<file path="src/rtl/ppu_test_pattern_if.sv">
// Pixel stream from the synthetic PPU source to the upscaler.
interface ppu_test_pattern_if;
  logic [23:0] rgb;
  logic [8:0]  px;
  logic [8:0]  py;
  logic        de;
  logic        frame_start;
  logic [7:0]  frame_count;

  modport master (
    output rgb, px, py, de, frame_start, frame_count
  );

  modport slave (
    input rgb, px, py, de, frame_start, frame_count
  );
endinterface

</file>
<file path="src/rtl/ppu_test_pattern.sv">
// NES-timed test pattern source: walks the dot/line raster, builds one of four
// RGB patterns and presents each pixel a fixed LATENCY cycles later.
module ppu_test_pattern #(
  parameter logic [8:0]  SCREEN_WIDTH  = 9'd256,
  parameter logic [8:0]  SCREEN_HEIGHT = 9'd240,
  parameter logic [8:0]  FRAME_WIDTH   = 9'd341,
  parameter logic [8:0]  FRAME_HEIGHT  = 9'd262,
  parameter int unsigned LATENCY       = 3
) (
  input  logic                       clk_ppu,
  input  logic                       rst_ppu_n,
  input  logic [1:0]                 mode,
  input  logic                       freeze,
  input  logic                       odd_skip,
  ppu_test_pattern_if.master         pix
);

  localparam logic [8:0] X_LAST = FRAME_WIDTH - 9'd1;
  localparam logic [8:0] X_SKIP = FRAME_WIDTH - 9'd2;
  localparam logic [8:0] Y_LAST = FRAME_HEIGHT - 9'd1;

  typedef struct packed {
    logic [23:0] rgb;
    logic [8:0]  px;
    logic [8:0]  py;
    logic        de;
    logic        fs;
    logic [7:0]  fc;
  } pixel_t;

  logic [8:0] x_q, x_d;
  logic [8:0] y_q, y_d;
  logic [7:0] f_q, f_d;
  logic [1:0] mode_q, mode_d;

  logic       at_origin;
  logic       vis;
  logic       skip;
  logic       wrap;
  logic [1:0] mode_eff;
  logic [8:0] xs;
  logic [23:0] colour;
  pixel_t     stage0;
  pixel_t     pipe_q [LATENCY];

  assign at_origin = (x_q == 9'd0) && (y_q == 9'd0);
  assign vis       = (x_q < SCREEN_WIDTH) && (y_q < SCREEN_HEIGHT);
  // The origin pixel already uses the mode being latched this cycle.
  assign mode_eff  = at_origin ? mode : mode_q;
  assign xs        = 9'(x_q + {1'b0, f_q});

  // Raster advance, odd-frame dot skip, frame counter and mode latch.
  always_comb begin
    x_d    = x_q;
    y_d    = y_q;
    f_d    = f_q;
    mode_d = mode_q;
    skip   = odd_skip && f_q[0] && (x_q == X_SKIP) && (y_q == Y_LAST);
    wrap   = skip || ((x_q == X_LAST) && (y_q == Y_LAST));
    if (skip) begin
      x_d = 9'd0;
      y_d = 9'd0;
    end else if (x_q == X_LAST) begin
      x_d = 9'd0;
      y_d = (y_q == Y_LAST) ? 9'd0 : 9'(y_q + 9'd1);
    end else begin
      x_d = 9'(x_q + 9'd1);
    end
    if (wrap && !freeze) begin
      f_d = 8'(f_q + 8'd1);
    end
    if (at_origin) begin
      mode_d = mode;
    end
  end

  // Stage-0 colour for the current raster position.
  always_comb begin
    colour = 24'h000000;
    case (mode_eff)
      2'd0: colour = {f_q, ~f_q, 8'h80};
      2'd1: begin
        case (x_q[7:5])
          3'd0: colour = 24'hFFFFFF;
          3'd1: colour = 24'hFFFF00;
          3'd2: colour = 24'h00FFFF;
          3'd3: colour = 24'h00FF00;
          3'd4: colour = 24'hFF00FF;
          3'd5: colour = 24'hFF0000;
          3'd6: colour = 24'h0000FF;
          default: colour = 24'h000000;
        endcase
      end
      2'd2: colour = (xs[3] ^ y_q[3]) ? 24'hFFFFFF : 24'h000000;
      default: colour = {x_q[7:0], y_q[7:0], f_q};
    endcase
    if (!vis) begin
      colour = 24'h000000;
    end
  end

  // Bundle everything describing this pixel so it travels as one word.
  always_comb begin
    stage0.rgb = colour;
    stage0.px  = x_q;
    stage0.py  = y_q;
    stage0.de  = vis;
    stage0.fs  = at_origin;
    stage0.fc  = f_q;
  end

  // Raster state registers.
  always_ff @(posedge clk_ppu or negedge rst_ppu_n) begin
    if (!rst_ppu_n) begin
      x_q    <= 9'd0;
      y_q    <= 9'd0;
      f_q    <= 8'd0;
      mode_q <= 2'd0;
    end else begin
      x_q    <= x_d;
      y_q    <= y_d;
      f_q    <= f_d;
      mode_q <= mode_d;
    end
  end

  // Fixed-length delay line; cleared on reset so no stale frame_start escapes.
  always_ff @(posedge clk_ppu or negedge rst_ppu_n) begin
    if (!rst_ppu_n) begin
      for (int i = 0; i < int'(LATENCY); i++) begin
        pipe_q[i] <= '0;
      end
    end else begin
      pipe_q[0] <= stage0;
      for (int i = 1; i < int'(LATENCY); i++) begin
        pipe_q[i] <= pipe_q[i-1];
      end
    end
  end

  assign pix.rgb         = pipe_q[LATENCY-1].rgb;
  assign pix.px          = pipe_q[LATENCY-1].px;
  assign pix.py          = pipe_q[LATENCY-1].py;
  assign pix.de          = pipe_q[LATENCY-1].de;
  assign pix.frame_start = pipe_q[LATENCY-1].fs;
  assign pix.frame_count = pipe_q[LATENCY-1].fc;

endmodule

</file>
<file path="src/flat_wrapper.sv">
// flat-port wrapper written by rule: the top's interface ports become plain ports
module ppu_test_pattern_flat 
#(
  parameter logic [8:0]  SCREEN_WIDTH  = 9'd256,
  parameter logic [8:0]  SCREEN_HEIGHT = 9'd240,
  parameter logic [8:0]  FRAME_WIDTH   = 9'd341,
  parameter logic [8:0]  FRAME_HEIGHT  = 9'd262,
  parameter int unsigned LATENCY       = 3
)
  (clk_ppu, rst_ppu_n, mode, freeze, odd_skip, pix_rgb, pix_px, pix_py, pix_de, pix_frame_start, pix_frame_count);
  ppu_test_pattern_if pix_i ();
  input  logic clk_ppu;
  input  logic rst_ppu_n;
  input  logic [1:0] mode;
  input  logic freeze;
  input  logic odd_skip;
  output wire logic [$bits(pix_i.rgb)-1:0] pix_rgb;
  output wire logic [$bits(pix_i.px)-1:0] pix_px;
  output wire logic [$bits(pix_i.py)-1:0] pix_py;
  output wire logic [$bits(pix_i.de)-1:0] pix_de;
  output wire logic [$bits(pix_i.frame_start)-1:0] pix_frame_start;
  output wire logic [$bits(pix_i.frame_count)-1:0] pix_frame_count;
  assign pix_rgb = pix_i.rgb;
  assign pix_px = pix_i.px;
  assign pix_py = pix_i.py;
  assign pix_de = pix_i.de;
  assign pix_frame_start = pix_i.frame_start;
  assign pix_frame_count = pix_i.frame_count;
  ppu_test_pattern #(.SCREEN_WIDTH(SCREEN_WIDTH), .SCREEN_HEIGHT(SCREEN_HEIGHT), .FRAME_WIDTH(FRAME_WIDTH), .FRAME_HEIGHT(FRAME_HEIGHT), .LATENCY(LATENCY)) u_core (.clk_ppu(clk_ppu), .rst_ppu_n(rst_ppu_n), .mode(mode), .freeze(freeze), .odd_skip(odd_skip), .pix(pix_i));
endmodule
</file>
<file path="config.mk">
export PLATFORM = sky130hd
export DESIGN_NAME = ppu_test_pattern_flat
export DESIGN_NICKNAME = d
export VERILOG_FILES = /design/src/rtl/ppu_test_pattern_if.sv /design/src/rtl/ppu_test_pattern.sv /design/src/flat_wrapper.sv
export SDC_FILE = /design/constraint.sdc
export NUM_CORES = 1
export LEC_CHECK = 0
export ABC_AREA = 1
export BUFFER_PORTS_ARGS = -buffer_cell sky130_fd_sc_hd__buf_2
export CORE_MARGIN = 5
export CORE_UTILIZATION = 35
export CTS_BUF_LIST = sky130_fd_sc_hd__clkbuf_4
export CTS_CLUSTER_DIAMETER = 120
export DETAILED_ROUTE_END_ITERATION = 7
export GPL_TIMING_DRIVEN = 0
export SLEW_MARGIN = 10
export SYNTH_ARGS = -nofsm -noshare
export SYNTH_HDL_FRONTEND = slang
export SYNTH_SLANG_ARGS = --single-unit
</file>
<file path="constraint.sdc">
create_clock -name clk_ppu -period 3.05 [get_ports clk_ppu]
set_input_delay 0.4575 -clock clk_ppu [delete_from_list [all_inputs] [get_ports clk_ppu]]
set_output_delay 0.4575 -clock clk_ppu [all_outputs]
set_load 0.02 [all_outputs]
</file>
# Yosys cells after proc, flatten, opt, wreduce, memory -nomap -nowiden
# Cells that the tools add are included.
[classes]
addsub = 4
magnitude_cmp = 2
eq_ne = 11
n_mux = 10
bitwise = 2
reduce_logical = 14
[ops]
columns = ["op", "n"]
rows = [
  ["24-bit case mux with 7 select lines", 1],
  ["24-bit case mux with 3 select lines", 1],
  ["24-bit 2-to-1 mux", 2],
  ["9-bit 2-to-1 mux", 5],
  ["9-bit == test (second input constant)", 3],
  ["9-bit by 1-bit adder with 9-bit output (second input constant)", 2],
  ["9-bit zero test", 2],
  ["3-bit == test (second input constant)", 3],
  ["9-bit by 8-bit less-than comparator with 1-bit output (second input constant)", 1],
  ["9-bit less-than comparator (second input constant)", 1],
  ["8-bit by 1-bit adder with 8-bit output (second input constant)", 1],
  ["8-bit NOT", 1],
  ["1-bit logical AND", 7],
  ["3-bit by 2-bit == test with 1-bit output (second input constant)", 2],
  ["4-bit adder", 1],
  ["3-bit by 1-bit == test with 1-bit output (second input constant)", 1],
  ["3-bit zero test", 1],
  ["2-bit by 1-bit == test with 1-bit output (second input constant)", 1],
  ["2-bit == test (second input constant)", 1],
  ["2-bit zero test", 1],
  ["2-bit 2-to-1 mux", 1],
  ["2-bit nonzero test", 1],
  ["1-bit zero test", 1],
  ["1-bit logical OR", 1],
  ["1-bit bitwise XOR", 1],
]
[word_totals]
reg_bits = 184
output_inout_bits = 52
wordCells = 65

# Longest topological paths before layout
[logic_depth]
word_depth = 6
mapped_depth = 15

# Worst setup path after synthesis
# OpenSTA, ideal clock, no wires.
[synth_path]
path_type = "register to register"
from = "reg u_core.y_q[0]"
to = "reg u_core.pipe_q[153] (netlist bit)"
setup_ps = 121
t_arrival_ps = 1658
required_ps = 2929
path_slack_ps = 1271
stages_incl_launch_ff = 13
path_buffers = 1
period_less_slack_ps = 1779
path_cell_list = "dfrtp_1 inv_1 ha_1 inv_1 nor2_1 nand2_1 nor2_2 nand3_1 nand2_4 nand2_4 buf_6 o21ai_0 nor2_1"
[synth_between]
elab_chain_cells = 6
elab_cells_between_ends = 10
[synth_lines]
columns = ["element", "line_no", "rtl"]
rows = [
  ["start: declaration", "ppu_test_pattern.sv:32", "logic [8:0] y_q, y_d;"],
  ["start signal: assignment", "ppu_test_pattern.sv:121", "y_q <= y_d;"],
  ["9-bit zero test", "ppu_test_pattern.sv:46", "assign at_origin = (x_q == 9'd0) && (y_q == 9'd0);"],
  ["1-bit logical AND", "ppu_test_pattern.sv:46", ""],
  ["2-bit 2-to-1 mux", "--", ""],
  ["2-bit == test (tied with other cells)", "ppu_test_pattern.sv:80", "case (mode_eff)"],
  ["24-bit case mux with 3 select lines", "ppu_test_pattern.sv:80", ""],
  ["24-bit 2-to-1 mux (*)", "ppu_test_pattern.sv:97", "if (!vis) begin"],
  ["net u_core.colour[21]", "ppu_test_pattern.sv:42", "logic [23:0] colour;"],
  ["end signal: indexed assignment", "ppu_test_pattern.sv:136", "pipe_q[i] <= pipe_q[i-1];"],
  ["end: declaration", "ppu_test_pattern.sv:44", "pixel_t pipe_q [LATENCY];"],
]
# The timed path passes the listed nets; every way through them passes the cells marked *.
# A chain may end at the register's enable or synchronous reset.

# Final worst setup path
[layout_path]
from = "reg u_core.y_q[0]"
to = "reg u_core.pipe_q[147] (netlist bit)"
# The elaborated chain is that of the path after synthesis.

==> flow_metrics.tcl <==
set metrics [dict create \
    outcome "finished clean" \
    layout_common_cells "184 x dfrtp_1, 73 x nand2_1, 71 x nor2_1, 58 x buf_2, 50 x buf_4" \
    path_buf_inv 3 \
    grt_pass1_wl_um 20400 \
    port_buffers 57 \
    cts_resized 0 \
    layout-drive-gt1-share_pct 26.4 \
    syn-cell-area_um2 6700 \
    grt-busiest-layer "met2" \
    synthFlopType "dfrtp_1" \
    netlist-cell-type-count 31 \
    synth_top_area_cell "dfrtp_1" \
    tritoncts "built" \
    grt_overflow 0 \
    post-route-min-period_ns 2.14 \
    hold_viol_final 0 \
    die_y_um 148 \
    grt_usage_pct 11.6 \
    maxCapViolCount 0 \
    crit_fanout 10 \
    ant_nets 0 \
    rows 50 \
    top_level_ports 58 \
    setup_viol_count_final 0 \
    cts_sinks 184 \
    synth_async_sr_flop_share_pct 100 \
    core_area_um2 18800 \
    power.total_mw 3.90 \
    p_sw_share_pct 23.1 \
    reg2reg_to "u_core.pipe_q[147]" \
    p_clk_share_pct 34.6 \
    final_common_cell "dfrtp_1" \
    leakage_nw 3.72 \
    internal_power_mw 2.99 \
    critical_path_required_ns 3.52 \
    grt_pass1_vias 4115 \
    dieArea_um2 22000 \
    ir_drop_v 0.000214 \
    use_met3_pct 3.60 \
    route.detailed.wl_per_inst_um 13.0 \
    vias 3983 \
    synth_top_area_share_pct 68.7 \
    max_freq_ghz 0.466 \
    wl_um 11700 \
    place.detailed.hpwl_um 8160 \
    critPathTopFamily "simple AND/OR/NAND/NOR gates" \
    power_density_nw_per_um2 511 \
    min_path_type "in2reg" \
    syn_avg_cell_area_um2 11.7 \
    ys_warn_count 0 \
    numCtsBuffers 17 \
    synth-seq-cells 184 \
    drt_iter0_markers 228 \
    synth_edf_count 0 \
    slowest_delay_ns 0.52 \
    whs_path_depth 4 \
    grt_max_degree 107 \
    grtUsageMet2_pct 18.5 \
    synth_area_leaders "dfrtp_1 69%, buf_4 5.6%, nand2_1 4.1%" \
    ff2ff_path_depth 13 \
    holdPathEnd "u_core.f_q[7]" \
    p_sw_mw 0.901 \
    worst_pin_slew_ns 0.770 \
    clk_latency_ns 0.55 \
    cpMaxStageDelayCell "dfrtp_1" \
    antenna_found_initial 1 \
    synthesis.nets 586 \
    synth_cells 572 \
    maxSlewViolCount 0 \
    critPathKind "reg2reg" \
    p_comb_share_pct 2.2 \
    cts_root_buffer "clkbuf_4" \
    drt-vias-per-instance 4.44 \
    die_x_um 148 \
    placed_area_um2 7320 \
    worstPathCellList "inv_1, ha_1, inv_1, nor2_1, nand2_1, nor2_1, nand2_1, nand2_1, nand2_2, nand2_4, buf_6, o21ai_0, nor2_1" \
    nNetsFinal 664 \
    holdCritStartpoint "freeze" \
    clockBufferDepth 2 \
    area_delta_synth_final_pct 13.8 \
    clkTransAtPathRegs_ns 0.15 \
    antennaDiodeCount 0 \
    met1_usage_pct 15.0 \
    worst-r2r-setup-slack_ns 0.91 \
    arrival_ns 2.62 \
    final_area_um2 7620 \
    initial_core_util_pct 35.7 \
    fin_setup_tns_ns 0 \
    critPathCaptureType "flip-flop" \
    rsz0062_at_grt "false" \
    drc_errors 0 \
    start_kind "flip-flop" \
    period_share_pct 70.3 \
    ys_seq_area_share_pct 68.7 \
    drt_pass1_iterations 4 \
    slew_headroom_pct 48.7 \
    htree_levels 4 \
    seq_power_share_pct 63.2 \
    fin_worst_skew_ns 0.0134 \
    r2r-start "u_core.y_q[0]" \
    place_congestion 0.832 \
]
## flip-flops by register name, summed over array words and instances (netlist names), 2 cells and up
signal	count
u_core.y_q	9
u_core.f_q	8
u_core.pix.rgb	24
u_core.pix.frame_count	8
u_core.pix.py	9
u_core.pix.px	9
u_core.x_q	9
u_core.pipe_q	104
u_core.mode_q	2
## worst reg2reg max path, stage by stage (launching register included)
cell and delay (ns):
dfrtp_1 0.52, inv_1 0.15, ha_1 0.16, inv_1 0.04, nor2_1 0.07, nand2_1 0.09
nor2_1 0.18, nand2_1 0.11, nand2_1 0.09, nand2_2 0.11, nand2_4 0.16, buf_6 0.16
o21ai_0 0.09, nor2_1 0.15
## cells in the mapped netlist, types with 2 or more instances
cell / instances
a21oi_1: 4
buf_2: 2
buf_4: 50
buf_6: 7
dfrtp_1: 184
ha_1: 8
inv_1: 43
inv_2: 3
nand2_1: 73
nand2_2: 7
nand2_4: 4
nand3_1: 39
nand3_4: 2
nand3b_1: 2
nand4_1: 6
nor2_1: 71
nor2_2: 3
nor3_1: 13
nor3_2: 2
o21ai_0: 23
o21ai_1: 8
xor2_1: 9
## logic make-up after synthesis
logic type	count (synthesis)	synth area share, %
compound gates	38	3.12
buf+inv	105	9.50
fa+ha+maj	8	1.49
flops	184	68.7
xor+xnor	9	1.18
simple gates	228	16.0
## power groups by stage
stage	clock, mW	combinational (mW)	sequential, mW
finish	1.35	0.0851	2.46
global route	1.51	0.101	2.46
CTS	1.42	0.0905	2.46
detailed placement	0	0.0896	2.51
global placement	0	0.0800	2.51
floorplan	0	0.0243	2.51
## layer usage
layer	vias up	part of all wire, %	routed length [um]
met2	89	48	5610
met3	20	4.8	563
li1	1923	-	-
met1	1949	45	5290
met5	-	0.060	7
met4	2	1.8	211
## repair_timing
action,in CTS,in global routing
hold endpoints to repair,105,0
buffers inserted,0,0
hold buffers,1,0
## metrics by stage
stage	hold WS [ns]	worst slack, ns	instances	utilization (%)
after floorplan	0.162	1.27	572	-
after global placement	0.334	-1.15	863	38.8
after detailed placement	0.335	0.942	864	39.0
after CTS	0.120	0.899	897	40.6
after global routing	0.177	0.700	897	40.6
final	0.189	0.906	897	40.6
## area by class of cell
class | instances | area [um^2]
sequential | 184 | 4600
timing repair buffer | 59 | 333
fill | 1815 | 11100
clock buffer | 18 | 135
inverter | 46 | 173
buffer | 59 | 464
multi-input combinational | 283 | 1460
tap | 234 | 293
clock inverter | 14 | 161
## worst max-delay path by stage
stage	from	endpoint	slack [ns]	cells past startpoint
6_report	u_core.y_q[0]	u_core.pipe_q[147]	0.91	13
5_1_grt	u_core.y_q[0]	u_core.pipe_q[140]	0.70	13
4_1_cts	u_core.y_q[0]	u_core.pipe_q[144]	0.90	13
3_5_place_dp	u_core.y_q[0]	u_core.pipe_q[143]	0.94	13
3_3_place_gp	rst_ppu_n	u_core.pipe_q[67]	-1.15	1
2_1_floorplan	u_core.y_q[0]	u_core.pipe_q[153]	1.27	12
Note: power is estimated with default switching activity, not from simulation.
